## src/rtl/cam_sccb_arb.sv

```systemverilog
// Two-requester arbiter in front of a single SCCB/I2C driver.
// Round-robin on ties, timeout abort, and a forced idle gap after every response.
module cam_sccb_arb #(
  parameter logic [15:0] TIMEOUT_CYC = 16'd20000,
  parameter logic [3:0]  GAP_CYC     = 4'd2
) (
  input  logic        clk,
  input  logic        rst,
  input  logic        req0,
  input  logic        req1,
  input  logic        rh_wl0,
  input  logic        rh_wl1,
  input  logic [15:0] addr0,
  input  logic [15:0] addr1,
  input  logic [7:0]  wdata0,
  input  logic [7:0]  wdata1,
  output logic        ack0,
  output logic        ack1,
  output logic        err,
  output logic [7:0]  rdata,
  output logic        busy,
  output logic        i2c_exec,
  output logic        i2c_rh_wl,
  output logic [15:0] i2c_addr,
  output logic [7:0]  i2c_data_w,
  input  logic        i2c_done,
  input  logic [7:0]  i2c_data_r
);

  typedef enum logic [1:0] {StIdle, StIssue, StWait, StResp} state_e;

  state_e      state_q, state_d;
  logic        owner_q, owner_d;
  logic        last_grant_q, last_grant_d;
  logic [3:0]  gap_q, gap_d;
  logic [15:0] tcnt_q, tcnt_d;
  logic        rh_wl_q, rh_wl_d;
  logic [15:0] addr_q, addr_d;
  logic [7:0]  wdata_q, wdata_d;
  logic [7:0]  rdata_q, rdata_d;
  logic        err_q, err_d;

  always_comb begin
    state_d      = state_q;
    owner_d      = owner_q;
    last_grant_d = last_grant_q;
    gap_d        = gap_q;
    tcnt_d       = tcnt_q;
    rh_wl_d      = rh_wl_q;
    addr_d       = addr_q;
    wdata_d      = wdata_q;
    rdata_d      = rdata_q;
    err_d        = err_q;
    case (state_q)
      StIdle: begin
        if (gap_q != 4'd0) begin
          gap_d = gap_q - 4'd1;
        end else if (req0 || req1) begin
          // On a tie the requester not granted last wins.
          owner_d = (req0 && req1) ? ~last_grant_q : req1;
          rh_wl_d = owner_d ? rh_wl1 : rh_wl0;
          addr_d  = owner_d ? addr1  : addr0;
          wdata_d = owner_d ? wdata1 : wdata0;
          state_d = StIssue;
        end
      end
      StIssue: begin
        tcnt_d  = 16'd0;
        state_d = StWait;
      end
      StWait: begin
        // Driver completion takes priority over a coincident timeout.
        if (i2c_done) begin
          rdata_d = i2c_data_r;
          err_d   = 1'b0;
          state_d = StResp;
        end else if (tcnt_q == TIMEOUT_CYC - 16'd1) begin
          rdata_d = 8'h00;
          err_d   = 1'b1;
          state_d = StResp;
        end else begin
          tcnt_d = tcnt_q + 16'd1;
        end
      end
      StResp: begin
        last_grant_d = owner_q;
        gap_d        = GAP_CYC;
        state_d      = StIdle;
      end
      default: state_d = StIdle;
    endcase
  end

  always_ff @(posedge clk) begin
    if (rst) begin
      state_q      <= StIdle;
      owner_q      <= 1'b0;
      last_grant_q <= 1'b1;
      gap_q        <= 4'd0;
      tcnt_q       <= 16'd0;
      rh_wl_q      <= 1'b0;
      addr_q       <= 16'h0000;
      wdata_q      <= 8'h00;
      rdata_q      <= 8'h00;
      err_q        <= 1'b0;
    end else begin
      state_q      <= state_d;
      owner_q      <= owner_d;
      last_grant_q <= last_grant_d;
      gap_q        <= gap_d;
      tcnt_q       <= tcnt_d;
      rh_wl_q      <= rh_wl_d;
      addr_q       <= addr_d;
      wdata_q      <= wdata_d;
      rdata_q      <= rdata_d;
      err_q        <= err_d;
    end
  end

  always_comb begin
    i2c_exec   = (state_q == StIssue);
    ack0       = (state_q == StResp) && !owner_q;
    ack1       = (state_q == StResp) && owner_q;
    busy       = (state_q != StIdle);
    err        = err_q;
    rdata      = rdata_q;
    i2c_rh_wl  = rh_wl_q;
    i2c_addr   = addr_q;
    i2c_data_w = wdata_q;
  end

endmodule

```

## config.mk

```make
export PLATFORM = sky130hd
export DESIGN_NAME = cam_sccb_arb
export DESIGN_NICKNAME = d
export VERILOG_FILES = /design/src/rtl/cam_sccb_arb.sv
export SDC_FILE = /design/constraint.sdc
export NUM_CORES = 1
export LEC_CHECK = 0
export BUFFER_PORTS_ARGS = -buffer_cell sky130_fd_sc_hd__buf_2
export CORE_ASPECT_RATIO = 1.1
export CORE_UTILIZATION = 50
export CTS_CLUSTER_SIZE = 10
export DETAILED_ROUTE_END_ITERATION = 8
export PLACE_DENSITY_LB_ADDON = 0.05
export SYNTH_ARGS = -nofsm -noshare
export SYNTH_HDL_FRONTEND = slang
export SYNTH_SLANG_ARGS = --single-unit
```

## constraint.sdc

```tcl
create_clock -name clk -period 2 [get_ports clk]
set_input_delay 0.3 -clock clk [delete_from_list [all_inputs] [get_ports clk]]
set_output_delay 0.3 -clock clk [all_outputs]
set_load 0.05 [all_outputs]
```

==> results.ini, run 1 <==
[status]
status=completed

[routing]
post_drt_wl_per_cell_microns=14.2
drt_pass1_iterations=4
drc_errors=0
finalWirelength_microns=7420
via_count=2847
avgViaCountPerCell=5.46
first_iter_violations=120
ant_nets=0

[worst_setup_path]
rr_worst_depth=8
reg2reg_slack_ns=0.07
critical_path_class=register to register
r2r-start=gap_q[1]$_SDFFE_PP0P_
crit_start=gap_q[1]$_SDFFE_PP0P_
crit_path_end=i2c_addr[12]$_SDFFE_PP0P_
critPathMaxFanout=12
cp-end-kind=register
setup.worst_path.start_class=register
cp.required_ns=2.20
r2r-end=i2c_addr[12]$_SDFFE_PP0P_
cp_data_arrival_time_ns=2.13

[sta]
final.period_utilization=0.965
setup_viol=0
whs_ns=0.216
fmax_ghz=0.518
hold_viol=0
fin_tns_setup_ns=0
layout_setup_ws_ns=0.0693
skew_ns=0.00631
slew_violations=0
slew_headroom=0.681
worstMarginPinSlew_ns=0.473
period_needed_ns=1.93

[floorplan]
initial_core_util=0.519
die_h_microns=83.4
dieArea_sq_um=6340
die_w_microns=76.0
core_sq_um=5810
ios=101
fp-row-count=29

[synthesis]
seq_area_frac_synth=0.386
yosysUniqueCellTypes=51
netlist.area_leader.share=0.386
synthCells=327
yosysTopAreaCell=dfxtp_1
synth_warnings=0
synth_nets=397
netlist_area_sq_um=3010
postSynthAreaPerCell_sq_um=9.21
synth.area.top_cells=dfxtp_1 (39%), mux2i_1 (8.6%), a211oi_2 (8.3%), nor2_1 (5.7%), ha_1 (2.9%)
ys_seq_elements=58

[power]
switching_power_uw=2990
power_frac_clock=0.160
p_int_uw=3290
power_frac_comb=0.572
leakagePower_uw=0.00170
sequentialPowerShare=0.268
cellPowerDensity_nw_per_um2=1600
p_sw_frac=0.476
vdd_drop_max_mv=0.839
power_uw=6280

[cts]
numCtsBuffers=9
clk_pin_slew_worst_paths_ns=0.06
clock-sinks=58
cts-htree-levels=3
holdBufCountCts=0
root_buffer=clkbuf_8
clk_latency_ns=0.33
cts_tree=yes
clockBufferDepth=2

[global_routing]
grt_max_degree=51
grt_overflow=0
grt_antenna_before_repair=0
grt_pass1_wl_microns=11800
grt_pass1_vias=2596
grt_util_all_layers=0.231

[placed_design]
hpwl_microns=5160
gp_congestion=0.887
io_buffer_count=100
post-place-ws_ns=0.0563

[final_layout]
layout-area-overhead-vs-synth_pct=30.5
final_common_cell=buf_2
post-route-util=0.677
drive_gt1_frac=0.378
num_antenna_cells=0
final_cell_mix=buf_2 (100), dfxtp_1 (58), nor2_1 (46)
nets=510

[worst_hold_path]
hold_class=input port to register

[flow_run]
cap_violations=0

## how the worst min path moves through the flow
stage	from	to	slack (ns)	cells past startpoint
floorplan	last_grant_q$_SDFFE_PP1P_	last_grant_q$_SDFFE_PP1P_	0.43	1
global placement	owner_q$_SDFFE_PP0P_	owner_q$_SDFFE_PP0P_	0.48	2
detailed placement	err$_SDFFE_PP0P_	err$_SDFFE_PP0P_	0.48	2
CTS	i2c_data_r[0]	rdata[0]$_SDFFE_PP0P_	0.21	3
global route	i2c_data_r[4]	rdata[4]$_SDFFE_PP0P_	0.23	3
finish	i2c_data_r[0]	rdata[0]$_SDFFE_PP0P_	0.22	3
## cell usage after synthesis, drive strengths merged
master / count
inv: 13
nand4: 8
a311o: 1
and4b: 1
o41ai: 1
a21o: 1
nand3: 7
a31o: 1
clkbuf: 9
dfxtp: 58
o311ai: 3
nor3b: 2
mux2i: 26
or3b: 1
o21ai: 12
ha: 7
a211o: 1
a211oi: 26
and4bb: 1
nand2: 18
nor2b: 1
clkinv: 1
a31oi: 6
a311oi: 2
or4: 2
buf: 11
nor4bb: 1
nor4b: 1
a221oi: 2
or4b: 1
and3: 5
a21oi: 13
o211ai: 1
and2: 3
nor3: 11
a41oi: 3
a22oi: 8
nor2: 46
and4: 3
o2111ai: 1
o31ai: 1
o41a: 1
a41o: 5
a21boi: 1
## kinds of logic after synthesis
kind of cell | share of synthesized area
adder cells (fa/ha/maj) | 0.0291
AO/OA/AOI/OAI | 0.246
AND/OR/NAND/NOR | 0.198
buffers and inverters | 0.0544
multiplexers | 0.0865
flip-flops | 0.386
## area by class of cell
type | count | area, sq um
Clock buffer | 14 | 183
Clock inverter | 1 | 7.51
Fill cell | 492 | 1880
Inverter | 14 | 52.6
Multi-Input combinational cell | 235 | 1710
Sequential cell | 58 | 1160
Tap cell | 77 | 96.3
Timing Repair Buffer | 122 | 717
## flip-flops by register name, indices dropped and copies added, names as in the netlist
| signal | count |
|---|---|
| err | 1 |
| gap_q | 4 |
| i2c_addr | 16 |
| i2c_data_w | 8 |
| i2c_rh_wl | 1 |
| last_grant_q | 1 |
| owner_q | 1 |
| rdata | 8 |
| state_q | 2 |
| tcnt_q | 16 |
## power by group through the flow
| stage | Combinational (uW) | Sequential, uW | Clock, uW |
|---|---|---|---|
| 2_1_floorplan | 1550 | 2690 | 0 |
| 3_3_place_gp | 3250 | 1680 | 0 |
| 3_5_place_dp | 3300 | 1700 | 0 |
| 4_1_cts | 3300 | 1680 | 1030 |
| 5_1_grt | 3860 | 1720 | 1080 |
| 6_report | 3590 | 1680 | 1010 |
## routing by layer
layer | global-route usage | share of wire
met2 | 0.384 | 0.47
met1 | 0.276 | 0.45
met5 | 0 | 0
met4 | 0.117 | 0.018
met3 | 0.0560 | 0.060
## stage by stage
| stage | area, sq um | std cells |
|---|---|---|
| final | 3930 | 521 |
| after global routing | 3930 | 521 |
| after CTS | 3830 | 515 |
| after detailed placement | 3640 | 500 |
| after global placement | 3640 | 500 |
| after floorplan | 3010 | 327 |
## repair_timing
action | CTS | global route
endpoints found under the setup margin | 0 | 33
setup buffers | 0 | 3
resized for setup | 0 | 3
## critical path, cell delays in order (launching register included)
cell      delay (ns)
dfxtp_1         0.32
inv_1           0.10
ha_1            0.19
or3b_4          0.42
nor3_4          0.21
buf_4           0.15
buf_4           0.13
buf_6           0.19
a211oi_2        0.08
No activity file was read; power rests on OpenSTA's default activity.
==> run 2, diff against run 1 <==
- CORE_UTILIZATION: 50 -> 52
- CTS_BUF_LIST: not set -> sky130_fd_sc_hd__clkbuf_2
==> run 2 against run 1 <==
Largest cell class unchanged. Clock-buffer cell count is 5 lower. Flip-flop and latch count stayed put. Die area is 3.7% lower. Clock power is 30% lower. Maximum frequency is 1.3% higher. Combinational power is 4% lower. Critical path type is now register to output port. Final cell count is 1.2% lower. Design area is 3.7% lower. Worst hold slack worse by 0.13 ns. Power is 7.6% lower. Largest power group unchanged.
==> results.ini, run 2 (synthesis results as in run 1) <==
[routing]
via_count=2869  ; +0.77%
avgViaCountPerCell=5.57  ; +1.9%
drt_pass1_iterations=4  ; unchanged
first_iter_violations=122  ; +1.7%
finalWirelength_microns=7200  ; -2.9%
drc_errors=0  ; unchanged
post_drt_wl_per_cell_microns=14.0  ; -1.7%
ant_nets=0  ; unchanged

[final_layout]
post-route-util=0.693  ; +0.0158
layout-area-overhead-vs-synth_pct=25.8
drive_gt1_frac=0.375  ; -0.00338
final_cell_mix=buf_2 (98), dfxtp_1 (57), nor2_1 (46)
num_antenna_cells=0  ; unchanged
nets=505  ; -0.98%
final_common_cell=buf_2

[sta]
whs_ns=0.0823  ; -0.134 ns
setup_viol=0  ; unchanged
skew_ns=0.0150  ; +0.00869 ns
final.period_utilization=0.953  ; -0.0128
slew_headroom=0.653  ; -0.0282
worstMarginPinSlew_ns=0.514  ; +0.0417 ns
fmax_ghz=0.525  ; +1.3%
layout_setup_ws_ns=0.0949  ; +0.0255 ns
hold_viol=0  ; unchanged
period_needed_ns=1.91  ; -0.0255 ns
slew_violations=0  ; unchanged

[worst_setup_path]
crit_slowest_cell=dfxtp_1
cp.required_ns=1.70  ; -0.50 ns
rr_worst_depth=7  ; -1
path_depth=4  ; -4
cp_top_family=buffers and inverters
cp_cell_sequence=inv_1 -> ha_1 -> inv_2 -> buf_4
r2r-start=gap_q[0]$_SDFFE_PP0P_
reg2reg_slack_ns=0.11  ; +0.04 ns
critical_path_class=register to output port
max_stage_delay_ns=0.39  ; -0.03 ns
r2r-end=i2c_addr[13]$_SDFFE_PP0P_
cp-end-kind=output port
setup.worst_path.start_class=register
critPathMaxFanout=8  ; -4
critPathBufInv=3  ; -1
cp_data_arrival_time_ns=1.61  ; -0.52 ns
crit_start=state_q[0]$_SDFFE_PP0P_

[placed_design]
gp_congestion=0.868  ; -2.1%
hpwl_microns=5190  ; +0.55%
post-place-ws_ns=0.107  ; +0.0503 ns
io_buffer_count=100  ; unchanged

[power]
sequentialPowerShare=0.288  ; +0.020
power_frac_clock=0.121  ; -0.039
vdd_drop_max_mv=0.780  ; -7.0%
power_frac_comb=0.590  ; +0.018
cellPowerDensity_nw_per_um2=1530  ; -4.1%
switching_power_uw=2930  ; -1.9%
leakagePower_uw=0.00164  ; -3.6%
p_sw_frac=0.506  ; +0.0295
p_int_uw=2870  ; -13%

[global_routing]
grt_antenna_before_repair=0  ; unchanged
grt_max_degree=51  ; unchanged
grt_overflow=0  ; unchanged
grt_pass1_wl_microns=10400  ; -12%
grt_pass1_vias=2308  ; -11%
grt_util_all_layers=0.223  ; -0.00811

[floorplan]
initial_core_util=0.551  ; +0.0323
ios=101  ; unchanged
dieArea_sq_um=6100  ; -3.7%
core_sq_um=5470  ; -5.9%
fp-row-count=28  ; -3.4%
die_h_microns=81.8  ; -1.9%
die_w_microns=74.5  ; -1.9%

[cts]
cts-htree-levels=3  ; unchanged
clockBufferDepth=2  ; unchanged
numCtsBuffers=9  ; unchanged
clk_latency_ns=0.46  ; +0.13 ns
clk_pin_slew_worst_paths_ns=0.16  ; +0.10 ns
clock-sinks=58  ; unchanged
cts_tree=yes
root_buffer=clkbuf_2

[worst_hold_path]
hold_class=input port to register
min_to=rdata[1]$_SDFFE_PP0P_
hold_start=i2c_data_r[1]
hold_depth=3  ; unchanged

[status]
status=completed

[flow_run]
cap_violations=0  ; unchanged

==> run 2: per-layer routing <==
metal / vias up / GRT usage / wire, microns
met5: - / 0 / 0
met4: 0 / 0.0981 / 68
met3: 8 / 0.0393 / 413
met2: 92 / 0.365 / 3510
met1: 1318 / 0.285 / 3210
li1: 1451 / - / -
==> run 2: stage by stage <==
stage / instance area [sq um] / cells / power (uW) / setup TNS [ns]
after CTS: 3740 / 513 / 5690 / 0
after global placement: 3630 / 497 / 4930 / 0
after detailed placement: 3630 / 497 / 4980 / 0
final: 3790 / 515 / 5800 / 0
after floorplan: 3010 / 327 / 4240 / 0
after global routing: 3790 / 515 / 6180 / -0.00842
==> run 2: power groups by stage <==
stage | sequential (uW) | clock [uW] | combinational, uW
detailed placement | 1700 | 0 | 3270
CTS | 1670 | 727 | 3290
global placement | 1690 | 0 | 3240
global route | 1710 | 778 | 3690
floorplan | 2690 | 0 | 1550
finish | 1670 | 704 | 3430
==> run 2: how the worst max path moves through the flow <==
stage / end / slack [ns]
2_1_floorplan: i2c_addr[0]$_SDFFE_PP0P_ / 0.24
3_3_place_gp: rdata[5]$_SDFFE_PP0P_ / 0.18
3_5_place_dp: rdata[4]$_SDFFE_PP0P_ / 0.11
4_1_cts: i2c_addr[15]$_SDFFE_PP0P_ / 0.06
5_1_grt: busy / -0.008
6_report: busy / 0.09
==> run 2: cell type report <==
cell class              count  area (sq um)
clock buffers               9          45.0
repair buffers            117           663
flip-flops and latches     58          1160
inverters                  14          52.6
fillers                   458          1680
multi-input cells         235          1710
well taps                  75          93.8
clock inverters             7          60.1
==> run 2: timing repair <==
item | CTS | global route
pin swaps | 0 | 1
cloned | 0 | 1
buffers inserted | 0 | 1
setup endpoints to repair | 1 | 19
gates resized for setup | 2 | 4
hold buffers | 0 | 0
==> run 2: worst register-to-register path: stages, from the launching register on <==
cell and delay, ns:
dfxtp_1 0.36, inv_1 0.10, ha_1 0.19, or3b_4 0.42
nor3_4 0.25, buf_4 0.16, clkbuf_16 0.21, a211oi_1 0.09
